`config.mk`:
```
export PLATFORM = sky130hd
export DESIGN_NAME = rift2_wb_arbiter
export DESIGN_NICKNAME = d
export VERILOG_FILES = /design/src/rtl/rift2_wb_pkg.sv /design/src/rtl/rift2_rr_arb2.sv /design/src/rtl/rift2_wb_arbiter.sv
export SDC_FILE = /design/constraint.sdc
export NUM_CORES = 1
export LEC_CHECK = 0
export ABC_AREA = 1
export CORE_MARGIN = 2
export CORE_UTILIZATION = 30
export DETAILED_ROUTE_END_ITERATION = 8
export SLEW_MARGIN = 15
export SYNTH_ARGS = -nofsm -noshare
export SYNTH_HDL_FRONTEND = slang
export SYNTH_SLANG_ARGS = --single-unit
```
`constraint.sdc`:
```
create_clock -name wb_clk_i -period 2 [get_ports wb_clk_i]
set_input_delay 0.3 -clock wb_clk_i [delete_from_list [all_inputs] [get_ports wb_clk_i]]
set_output_delay 0.3 -clock wb_clk_i [all_outputs]
set_load 0.02 [all_outputs]
```
`src/rtl/rift2_wb_pkg.sv`:
```
// Shared types and constants for the Rift2 Wishbone/debug arbiter.
package rift2_wb_pkg;

    typedef enum logic [1:0] {
        ST_IDLE = 2'd0,
        ST_BUSY = 2'd1,
        ST_RESP = 2'd2
    } state_t;

    typedef enum logic {
        OWN_WB  = 1'b0,
        OWN_DBG = 1'b1
    } owner_t;

    localparam logic [31:0] ERR_DATA_DEF = 32'hDEAD_BEEF;
    localparam int          WD_W         = 16;

endpackage

```
`src/rtl/rift2_rr_arb2.sv`:
```
// Two-way round-robin pick; the loser of the previous grant wins the next tie.
module rift2_rr_arb2
    import rift2_wb_pkg::*;
(
    input  logic   i_clk,
    input  logic   i_srst,
    input  logic   i_en,
    input  logic   i_req_wb,
    input  logic   i_req_dbg,
    output logic   o_grant,
    output owner_t o_owner
);

    owner_t r_last_owner;

    always_comb begin
        o_grant = i_req_wb | i_req_dbg;
        if (i_req_wb && i_req_dbg) begin
            o_owner = (r_last_owner == OWN_DBG) ? OWN_WB : OWN_DBG;
        end else if (i_req_wb) begin
            o_owner = OWN_WB;
        end else begin
            o_owner = OWN_DBG;
        end
    end

    always_ff @(posedge i_clk) begin
        if (i_srst) begin
            r_last_owner <= OWN_DBG;
        end else if (i_en && o_grant) begin
            r_last_owner <= o_owner;
        end
    end

endmodule

```
`src/rtl/rift2_wb_arbiter.sv`:
```
// Shares the internal target port between the Caravel Wishbone slave and the
// debug requester, one transaction at a time, with a watchdog on the target.
module rift2_wb_arbiter
    import rift2_wb_pkg::*;
#(
    parameter int              AW       = 32,
    parameter int              DW       = 32,
    parameter int              TO_CYC   = 255,
    parameter logic [DW-1:0]   ERR_DATA = DW'(ERR_DATA_DEF)
) (
    input  logic              wb_clk_i,
    input  logic              wb_rst_i,
    input  logic              wbs_cyc_i,
    input  logic              wbs_stb_i,
    input  logic              wbs_we_i,
    input  logic [DW/8-1:0]   wbs_sel_i,
    input  logic [AW-1:0]     wbs_adr_i,
    input  logic [DW-1:0]     wbs_dat_i,
    output logic              wbs_ack_o,
    output logic [DW-1:0]     wbs_dat_o,
    input  logic              dbg_valid_i,
    input  logic              dbg_we_i,
    input  logic [AW-1:0]     dbg_adr_i,
    input  logic [DW-1:0]     dbg_dat_i,
    output logic              dbg_done_o,
    output logic [DW-1:0]     dbg_rdata_o,
    output logic              dbg_err_o,
    output logic              mem_req_o,
    output logic              mem_we_o,
    output logic [DW/8-1:0]   mem_sel_o,
    output logic [AW-1:0]     mem_adr_o,
    output logic [DW-1:0]     mem_wdata_o,
    input  logic              mem_ack_i,
    input  logic [DW-1:0]     mem_rdata_i,
    output logic              timeout_o
);

    localparam logic [WD_W-1:0] TO_LIM = WD_W'(TO_CYC);

    state_t            r_state;
    owner_t            r_owner;
    logic [WD_W-1:0]   r_wd;
    logic              r_mem_req;
    logic              r_mem_we;
    logic [DW/8-1:0]   r_mem_sel;
    logic [AW-1:0]     r_mem_adr;
    logic [DW-1:0]     r_mem_wdata;
    logic              r_wbs_ack;
    logic [DW-1:0]     r_wbs_dat;
    logic              r_dbg_done;
    logic [DW-1:0]     r_dbg_rdata;
    logic              r_dbg_err;
    logic              r_timeout;

    logic              w_grant;
    owner_t            w_owner;
    logic              w_finish;
    logic              w_to_hit;
    logic [DW-1:0]     w_resp_data;

    rift2_rr_arb2 u_arb (
        .i_clk     (wb_clk_i),
        .i_srst    (wb_rst_i),
        .i_en      (r_state == ST_IDLE),
        .i_req_wb  (wbs_cyc_i & wbs_stb_i),
        .i_req_dbg (dbg_valid_i),
        .o_grant   (w_grant),
        .o_owner   (w_owner)
    );

    // An ack arriving on the watchdog's last cycle still counts as a normal completion.
    always_comb begin
        w_to_hit    = !mem_ack_i && (r_wd >= TO_LIM);
        w_finish    = mem_ack_i || w_to_hit;
        w_resp_data = w_to_hit ? ERR_DATA : (r_mem_we ? '0 : mem_rdata_i);
    end

    always_ff @(posedge wb_clk_i) begin
        if (wb_rst_i) begin
            r_state     <= ST_IDLE;
            r_owner     <= OWN_WB;
            r_wd        <= '0;
            r_mem_req   <= 1'b0;
            r_mem_we    <= 1'b0;
            r_mem_sel   <= '0;
            r_mem_adr   <= '0;
            r_mem_wdata <= '0;
            r_wbs_ack   <= 1'b0;
            r_wbs_dat   <= '0;
            r_dbg_done  <= 1'b0;
            r_dbg_rdata <= '0;
            r_dbg_err   <= 1'b0;
            r_timeout   <= 1'b0;
        end else begin
            r_wbs_ack  <= 1'b0;
            r_dbg_done <= 1'b0;
            r_dbg_err  <= 1'b0;
            r_timeout  <= 1'b0;
            case (r_state)
                ST_IDLE: begin
                    if (w_grant) begin
                        r_state   <= ST_BUSY;
                        r_owner   <= w_owner;
                        r_wd      <= WD_W'(1);
                        r_mem_req <= 1'b1;
                        if (w_owner == OWN_WB) begin
                            r_mem_we    <= wbs_we_i;
                            r_mem_sel   <= wbs_sel_i;
                            r_mem_adr   <= wbs_adr_i;
                            r_mem_wdata <= wbs_dat_i;
                        end else begin
                            r_mem_we    <= dbg_we_i;
                            r_mem_sel   <= '1;
                            r_mem_adr   <= dbg_adr_i;
                            r_mem_wdata <= dbg_dat_i;
                        end
                    end
                end
                ST_BUSY: begin
                    if (w_finish) begin
                        r_state   <= ST_RESP;
                        r_mem_req <= 1'b0;
                        r_timeout <= w_to_hit;
                        if (r_owner == OWN_WB) begin
                            r_wbs_dat <= w_resp_data;
                            // A master that dropped cyc has abandoned the cycle.
                            r_wbs_ack <= wbs_cyc_i;
                        end else begin
                            r_dbg_rdata <= w_resp_data;
                            r_dbg_done  <= 1'b1;
                            r_dbg_err   <= w_to_hit;
                        end
                    end else if (r_wd != '1) begin
                        r_wd <= r_wd + WD_W'(1);
                    end
                end
                default: begin
                    r_state <= ST_IDLE;
                    r_wd    <= '0;
                end
            endcase
        end
    end

    assign mem_req_o   = r_mem_req;
    assign mem_we_o    = r_mem_we;
    assign mem_sel_o   = r_mem_sel;
    assign mem_adr_o   = r_mem_adr;
    assign mem_wdata_o = r_mem_wdata;
    assign wbs_ack_o   = r_wbs_ack;
    assign wbs_dat_o   = r_wbs_dat;
    assign dbg_done_o  = r_dbg_done;
    assign dbg_rdata_o = r_dbg_rdata;
    assign dbg_err_o   = r_dbg_err;
    assign timeout_o   = r_timeout;

endmodule

```
==> Word level (Yosys, flattened, before mapping) <==
Index checks and enable logic that the tools add are counted.
{ "totals": {"register_bits": 158, "latch_bits": 0, "ramBits": 0, "rom_bits": 0, "input_bits": 172, "out_inout_bits": 138, "elab_cells": 64, "n_memories": 0} }
{ "classes": {"addsub": 1, "n_mul": 0, "n_div": 0, "n_lt_le_gt_ge": 1, "n_eq_ne": 6, "shift": 0, "mux": 20, "n_bitwise": 5, "n_reduce_logical": 16} }
{ "op_table": {"columns": ["operator", "count"], "rows": [
  ["$mux W32", 4],
  ["$mux W16", 3],
  ["$pmux W16 S2", 1],
  ["$add A16 B1 Y16 const B", 1],
  ["$ge A16 B8 Y1 const B", 1],
  ["$ne A16 B16 Y1 const B", 1],
  ["$reduce_and A3 Y1", 4],
  ["$ne A2 B2 Y1 const B", 4],
  ["$reduce_or A4 Y1", 2],
  ["$mux W1", 7],
  ["$mux W2", 2],
  ["$mux W4", 1],
  ["$pmux W2 S2", 1],
  ["$reduce_and A2 Y1", 2],
  ["$logic_and A1 B1 Y1", 3],
  ["$not A1 Y1", 3],
  ["$reduce_or A3 Y1", 1],
  ["$eq A2 B1 Y1 const B", 1],
  ["$logic_not A2 Y1", 1],
  ["$pmux W1 S2", 1],
  ["$reduce_bool A2 Y1", 1],
  ["$and A1 B1 Y1", 1],
  ["$logic_not A1 Y1", 1],
  ["$logic_or A1 B1 Y1", 1],
  ["$or A1 B1 Y1", 1]
]} }

==> Depth between registers and ports, before layout <==
Gate-level depths: netlist (run 1).
{ "depth": {"ltp_word": 5, "depth_mapped": 11, "ltp_nobuf": 9} }

==> By module <==
Synthesis (run 1) repeated with hierarchy kept, for this count alone.
{ "unflattened": {"hier_cells": 1076, "hier_area_um2": 7130.6} }
{ "modules_own_cells": {"columns": ["module", "n_inst", "cells_per_inst", "area_each_um2", "seq_area_each_um2"], "rows": [
  ["rift2_wb_arbiter", 1, 1063, 7058.0, 3143.0],
  ["rift2_rr_arb2", 1, 13, 72.6, 20.0]
]} }

==> Worst setup path before layout (run 1) <==
No wires, ideal clock.
{ "synth_path": {"kind": "register -> register", "from": "register r_wd[0]", "to": "register r_dbg_rdata[10], in the netlist dbg_rdata_o[10]", "setup_ps": 64, "arrival_time_ps": 1483, "required_time_ps": 1936, "setup_slack_ps": 453, "stages_incl_launch_ff": 10, "period_less_slack_ps": 1547, "path_cell_list": "dfxtp_1 > ha_1 > nand3_1 > inv_1 > nand2_1 > nand3_2 > nand3_2 > clkbuf_1 > nor2_1 > nor2_1"} }
{ "synth_between": {"elab_chain_cells": 4, "elab_cells_between_ends": 5, "classes_between": "order compare (1); mux (1); reduce/logical (3)"} }
{ "synth_rtl": {"columns": ["item", "line", "text"], "rows": [
  ["from (decl)", "rift2_wb_arbiter.sv:42", "logic [WD_W-1:0] r_wd;"],
  ["from (signal assigned)", "rift2_wb_arbiter.sv:134", "r_wd <= r_wd + WD_W'(1);"],
  ["$ge A16 B8 Y1 (*)", "rift2_wb_arbiter.sv:73", "w_to_hit = !mem_ack_i && (r_wd >= TO_LIM);"],
  ["$logic_and A1 B1 Y1 (*)", "rift2_wb_arbiter.sv:73", null],
  ["$logic_or A1 B1 Y1", "rift2_wb_arbiter.sv:74", "w_finish = mem_ack_i || w_to_hit;"],
  ["$reduce_and A3 Y1 (no line)", null, null],
  ["to (signal assigned)", "rift2_wb_arbiter.sv:129", "r_dbg_rdata <= w_resp_data;"],
  ["to (decl)", "rift2_wb_arbiter.sv:51", "logic [DW-1:0] r_dbg_rdata;"]
]} }
Mark *: on every way between the ends. The rest lies on a longest branch, timed or not.
A chain may end at the register's enable or synchronous reset.

==> Final worst setup path (run 1) <==
{ "layout_path": {"from": "register r_wd[0]", "to": "register r_wd[7]"} }
{ "layout_between": {"elab_chain_cells": 5, "elab_cells_between_ends": 11, "classes_between": "add/sub (1); order compare (1); eq/ne (3); mux (3); reduce/logical (3)"} }
{ "layout_rtl": {"columns": ["item", "line"], "rows": [
  ["$ge A16 B8 Y1", "rift2_wb_arbiter.sv:73"],
  ["$logic_and A1 B1 Y1", "rift2_wb_arbiter.sv:73"],
  ["$logic_or A1 B1 Y1", "rift2_wb_arbiter.sv:74"],
  ["$ne A2 B2 Y1 (no line)", null],
  ["$reduce_and A3 Y1 (no line)", null]
]} }
Several ways; a longest one is shown, not always the timed one. The select of a mux whose other input is x is not followed.

==> metrics.md, run 1 <==
| Metric | Value |
|---|---|
| HPWL after DPL | between 15 and 20 mm |
| Antenna viol nets, final | 0 |
| Top Layer Used | met4 |
| Cell taking the most area after synthesis | dfxtp_1 |
| Worst-path maximum fanout | 7 |
| Startpoint class of the critical path | flip-flop |
| Overall Power | 8.89 mW |
| Synth area leaders | dfxtp_1 45%, nand2_1 19%, nor2_1 8.7% |
| Kind of critical path | reg2reg |
| GRT Total Usage | a little under a fifth |
| Fin. Hold Viols | 0 |
| Post-Syn Nets | between 1k and 1.5k |
| Post-synthesis sequential area ratio | between 40 and 50% |
| MaxCap Viol Count | 0 |
| Depth of the worst register-to-register path | 9 |
| First-pass GRT wire length | around 36 mm |
| Core Util, Final | approximately half |
| Pwr/cell area | approximately 790 mW/mm^2 |
| Critical Path Stages | 9 |
| Crit path max-delay family | simple AND/OR/NAND/NOR gates |
| WL met2 | around 11 mm |
| Critical path cell sequence | ha_1 -> nand3_1 -> inv_1 -> nand2_1 -> nand3_2 -> nand2_1 -> buf_4 -> nand3_1 -> a21oi_1 |
| # IOs | 310 |
| DR pass1 iterations | 5 |
| CP Capture Type | flip-flop |
| Post-Syn Instances | around 1.1k |
| Ys flop type | dfxtp_1 |
| Final Critical Period | around 1900 ps |
| Mapped cell area | roughly 0.007 sq mm |
| IO Port Bufs | approximately 310 |
| Core Box Area | 0.0233 sq mm |
| Placed Cells | roughly 1.7k |
| Clock sinks | 158 |
| Fmax achieved | approximately 540 MHz |
| Synth cell types | 23 |
| Hold_buf cts | 0 |
| Hold Path Cell Cnt | 2 |
| CP bufs+invs | 2 |
| Chip height | around 160 microns |
| Register bit total from synthesis | between 150 and 200 |
| Multi-input logic area | roughly 0.0031 sq mm |
| Layout area overhead | 58.9% |
| Status | complete, no violations |
| Share of layout cells above drive strength 1 | approximately 5% |
| Final period util | 92.9% |
| Root buffer cell | clkbuf_16 |
| Die footprint | ~0.025 sq mm |
| Grt ovf | 0 |
| Final max-slew violation count | 0 |
| Final non-filler cell total | between 1.5k and 2k |
| Top cell type's share of synthesized area | around 45% |
| WP data required | 2350 ps |
| Relative slew slack | around three quarters |
| CTS clk-pin slew, worst paths | about 70 ps |
| Initial DRC Count | about 380 |
| Via count | ~7.3k |
| Routed WL | about 23 mm |
| Wire length on met3 | 2.47 mm |
| Pre-CTS setup slack | about 38 ps |
| Worst-margin pin slew | 394 ps |
| Post-synth EDFFs | 0 |
| HP Class | reg2reg |
| Async SR Flop Fraction | 0% |
| H-tree depth | 4 |
| CTS tree | done |
| CP max stage cell | dfxtp_1 |
| Final Setup Violations | 0 |
| Leakage Power | approximately 5.3 nW |
| Row count | 56 |
| Max VDD drop | between 400 and 500 uV |
| Initial antenna violation count | 1 |
| Register area | 0.00316 sq mm |
| Die X-Extent | 158 microns |
| Final Net Count | 1,531 |
| Setup_tns | 0 ps |
| Wl on met1 | between 9 and 10 mm |
| Final Worst Setup Slack | 143 ps |
| # DRC | 0 |
| TritonCTS Buffers | 17 |
| Slowest stage delay, CP | roughly 360 ps |
| Leading cell type by number of instances after synthesis | nand2_1 |
| Largest net degree at the start of global routing | 71 |
| Final clock skew | ~14 ps |
| Fillers | 2,398 |
| Number of global-route vias before repair | approximately 6.9k |
| Synth Warn # | 0 |
| Wire per inst | 13.7 microns |
| Maximum clock insertion buffer count | 2 |
| Placer Congestion | approximately 0.83 |
| Avg Cell Area, Syn | roughly 6.6 sq um |
| Critical path data arrival time | roughly 2200 ps |
| Unrepaired setup endpoints after global routing | yes |
| Initial core utilization | a little under a third |
| Post-CTS Setup Repair Bufs | 0 |
| Synth cell count leaders | 363 x nand2_1, 163 x nor2_1, 158 x dfxtp_1, 144 x inv_1, 78 x nand3_1 |
| Skew-Pair Late Insertion Delay | approximately 430 ps |
| Via-to-Cell Ratio | between 4 and 5 |
where the power goes:
part | total (mW) | internal [mW] | switching (mW)
Sequential | 3.51 | 3.38 | 0.130
Combinational | 2.00 | 0.983 | 1.02
Clock | 3.38 | 1.97 | 1.41
worst paths after layout:
kind	end	start	slack, ps
min	r_wd[13]$_SDFFE_PP0P_	r_wd[13]$_SDFFE_PP0P_	440
min reg2reg	r_wd[13]$_SDFFE_PP0P_	r_wd[13]$_SDFFE_PP0P_	440
max	r_wd[7]$_SDFFE_PP0P_	r_wd[0]$_SDFFE_PP0P_	140
max reg2reg	r_wd[7]$_SDFFE_PP0P_	r_wd[0]$_SDFFE_PP0P_	140
state kept, by name (all words and copies together), names as in the netlist:
signal              cells
dbg_err_o               1
dbg_rdata_o            32
r_wd                   16
u_arb.r_last_owner      1
dbg_done_o              1
mem_adr_o              32
r_state                 2
wbs_ack_o               1
mem_sel_o               4
timeout_o               1
r_owner                 1
mem_req_o               1
wbs_dat_o              32
mem_we_o                1
mem_wdata_o            32
through the flow:
step / instance area, sq um / hold slack, ps
2_1_floorplan: 7070 / 417
3_3_place_gp: 10600 / 426
3_5_place_dp: 10600 / 429
4_1_cts: 11200 / 420
5_1_grt: 11200 / 452
6_report: 11200 / 437
cell families after synthesis:
group,after synthesis,synth area share [%]
adder cells (fa/ha/maj),1,0.177
AO/OA/AOI/OAI,88,8.67
XOR/XNOR,2,0.248
flip-flops,158,44.7
AND/OR/NAND/NOR,610,34.1
buffers and inverters,213,12.1
what timing repair did:
action	in CTS	in global routing
gates resized for setup	0	3
hold endpoints to repair	0	0
endpoints found under the setup margin	0	23
cell type report:
class,count,share of cell area [%]
tap,319,3.55
timing repair buffer,333,30.5
inverter,147,4.95
multi-input combinational,701,27.4
clock inverter,12,1.34
antenna,1,0.0223
clock buffer,20,4.15
sequential,158,28.1
worst reg2reg max path, stage by stage (launching register included):
cell	delay [ps]
dfxtp_1	360
ha_1	240
nand3_1	160
inv_1	60
nand2_1	100
nand3_2	140
nand2_1	280
buf_4	210
nand3_1	80
a21oi_1	160
routing by layer:
| layer | global-route usage [%] | vias up |
|---|---|---|
| met4 | 5.15 | 0 |
| met1 | 21.5 | 3168 |
| met5 | 0 | - |
| met3 | 9.00 | 16 |
| met2 | 30.5 | 231 |
| li1 | - | 3845 |
cell usage in the layout (no fill, tap or decap):
cell type and n:
nand2_1 363, clkdlybuf4s50_1 309, nor2_1 163, dfxtp_1 158
inv_1 143, nand3_1 78, o211ai_1 65, clkbuf_16 17
a21oi_1 14, buf_12 12, buf_4 12, o21ai_0 5
clkinv_4 4, nand3_2 3, clkbuf_8 3, inv_4 2
inv_2 2, clkinvlp_4 2, bufinv_16 2, inv_6 2
inv_8 2, diode_2 1, o21ai_2 1, o21ai_4 1
nand2_4 1, a21oi_2 1, xor2_1 1, nor3b_1 1
xnor2_1 1, o21a_1 1, nor3_2 1, ha_1 1
(Power assumes the default switching activity.)
==> inputs of run 2 (changes only) <==
CTS_CLUSTER_DIAMETER = 150   (was default)
TNS_END_PERCENT = 50   (was default)
==> results of run 2 <==
No change in the layout: final DEF, timing and power equal those of run 1.
==> inputs of run 3 (changes only) <==
CAP_MARGIN = 20   (was default)
CELL_PAD_IN_SITES_DETAIL_PLACEMENT = 1   (was default)
CELL_PAD_IN_SITES_GLOBAL_PLACEMENT = 2   (was default)
DONT_BUFFER_PORTS = 1   (was default)
PLACE_DENSITY_LB_ADDON = 0.1   (was default)
==> metrics.md, run 3 (same netlist as run 1, synthesis figures left out) <==
| Metric | Value |
|---|---|
| Status | complete, no violations |
| Die X-Extent | around 160 microns |
| Share of layout cells above drive strength 1 | under 10% |
| Kind of critical path | reg2reg |
| HPWL after DPL | about 16 mm |
| Leakage Power | between 4 and 5 nW |
| Fin. Hold Viols | 0 |
| HP Class | in2reg |
| Relative slew slack | about 39% |
| Chip height | approximately 160 microns |
| Fillers | ~2.9k |
| Number of global-route vias before repair | approximately 6.2k |
| Number of diodes | 0 |
| Sw power | about 2.5 mW |
| IO Port Bufs | 0 |
| Overall Power | about 8.0 mW |
| Largest net degree at the start of global routing | 60 |
| DR pass1 iterations | 4 |
| Die footprint | about 0.025 sq mm |
| Wire per inst | about 16 microns |
| Sequential power share | 48.0% |
| Clock sinks | 158 |
| Hold_ws | around 40 ps |
| Root buffer cell | clkbuf_16 |
| Antenna viol nets, final | 0 |
| Initial DRC Count | a little over 300 |
| CTS clk-pin slew, worst paths | 70 ps |
| Grt ovf | 0 |
| Via-to-Cell Ratio | approximately 4.5 |
| First-pass GRT wire length | between 30 and 40 mm |
| Final max-slew violation count | 0 |
| Row count | between 50 and 60 |
| Via count | about 6.3k |
| Initial antenna violation count | 0 |
| WP data required | roughly 2300 ps |
| Fmax achieved | 555 MHz |
| Layout area overhead | 15.4% |
| Pwr/cell area | slightly below 1000 mW/mm^2 |
| Unrepaired setup endpoints after global routing | no |
| # IOs | between 300 and 400 |
| Routed WL | 22.6 mm |
| Commonest non-fill, non-tap cell in the layout | nand2_1 |
| H-tree depth | 4 |
| Placer Congestion | 0.724 |
| Final clock skew | around 14 ps |
| Net Sw Frac | 31.4% |
| Clock power frac | 40.1% |
| Setup_tns | 0 ps |
| TritonCTS Buffers | 17 |
| Final period util | 90.1% |
| Worst-path maximum fanout | 52 |
| CP Capture Type | flip-flop |
| Skew-Pair Late Insertion Delay | ~420 ps |
| Int Pwr | ~5.5 mW |
| Final Critical Period | between 1500 and 2000 ps |
| # DRC | 0 |
| Initial core utilization | between 30% and 40% |
| Comb power frac | between 10% and 20% |
| GRT Total Usage | a little under a fifth |
| CTS tree | done |
| Worst-margin pin slew | ~910 ps |
| Commonest non-fill, non-tap cells in the layout | 362 x nand2_1, 163 x nor2_1, 158 x dfxtp_1 |
| Core Box Area | between 0.02 and 0.025 sq mm |
| Critical path data arrival time | about 2100 ps |
| Final Setup Violations | 0 |
| Final Net Count | roughly 1.2k |
| Maximum clock insertion buffer count | 2 |
| Max VDD drop | 419 uV |
| MaxCap Viol Count | 0 |
| Startpoint class of the critical path | flip-flop |
==> run 3: routing by layer <==
| layer | vias to the layer above | wire [microns] | track usage (%) |
|---|---|---|---|
| li1 | 3253 | - | - |
| met1 | 2851 | 9660 | 22.5 |
| met2 | 207 | 10300 | 28.9 |
| met3 | 21 | 2330 | 8.12 |
| met4 | 0 | 316 | 5.11 |
| met5 | - | 0 | 0 |
==> run 3: area by class of cell <==
cell class,instances,area [sq um],share of cell area (%)
multi-input cells,701,3080,37.8
clock buffers,18,439,5.38
clock inverters,13,130,1.59
well taps,319,399,4.89
inverters,147,557,6.82
flip-flops and latches,158,3160,38.7
repair buffers,37,393,4.81
==> run 3: per-stage QoR <==
step                worst slack (ps)  cells  util [%]  instance area (sq um)
floorplan                        453   1072         -                   7070
global placement                 158   1361      32.4                   7570
detailed placement               128   1361      32.4                   7570
CTS                              112   1393      34.9                   8150
global route                    3.76   1393      35.0                   8160
finish                           197   1393      35.0                   8160
==> run 3: critical path, cell delays in order (launching register included) <==
cell     delay (ps)
dfxtp_1         340
ha_1            210
nand3_1         110
inv_1            50
nand2_1         110
nand3_2         120
buf_4           180
nand3_2         110
buf_12          240
nand2_1          80
nand2_1          70
nor2_1           50
==> run 3: power by group through the flow <==
stage | Combinational [mW] | Clock [mW] | Sequential [mW]
floorplan | 0.719 | 0 | 3.84
CTS | 0.971 | 3.32 | 3.85
global placement | 0.948 | 0 | 3.93
finish | 0.951 | 3.22 | 3.85
global route | 1.12 | 3.48 | 3.88
detailed placement | 0.959 | 0 | 3.92
==> run 3: worst paths after layout <==
kind | startpoint | endpoint | slack (ps) | cells after the start
worst min register to register | r_wd[8]$_SDFFE_PP0P_ | r_wd[8]$_SDFFE_PP0P_ | 440 | 2
worst max register to register | r_wd[1]$_SDFFE_PP0P_ | wbs_dat_o[31]$_SDFFE_PP0P_ | 200 | 11
worst min-delay path | wbs_cyc_i | wbs_ack_o$_SDFF_PP0_ | 40 | 2
worst max-delay path | r_wd[1]$_SDFFE_PP0P_ | wbs_dat_o[31]$_SDFFE_PP0P_ | 200 | 11
==> run 3: repair_timing <==
item | 4_1_cts | 5_1_grt
setup endpoints to repair | 0 | 55
setup buffers | 0 | 0
hold endpoints to repair | 23 | 0
gates resized for setup | 0 | 4
hold buffers | 1 | 0
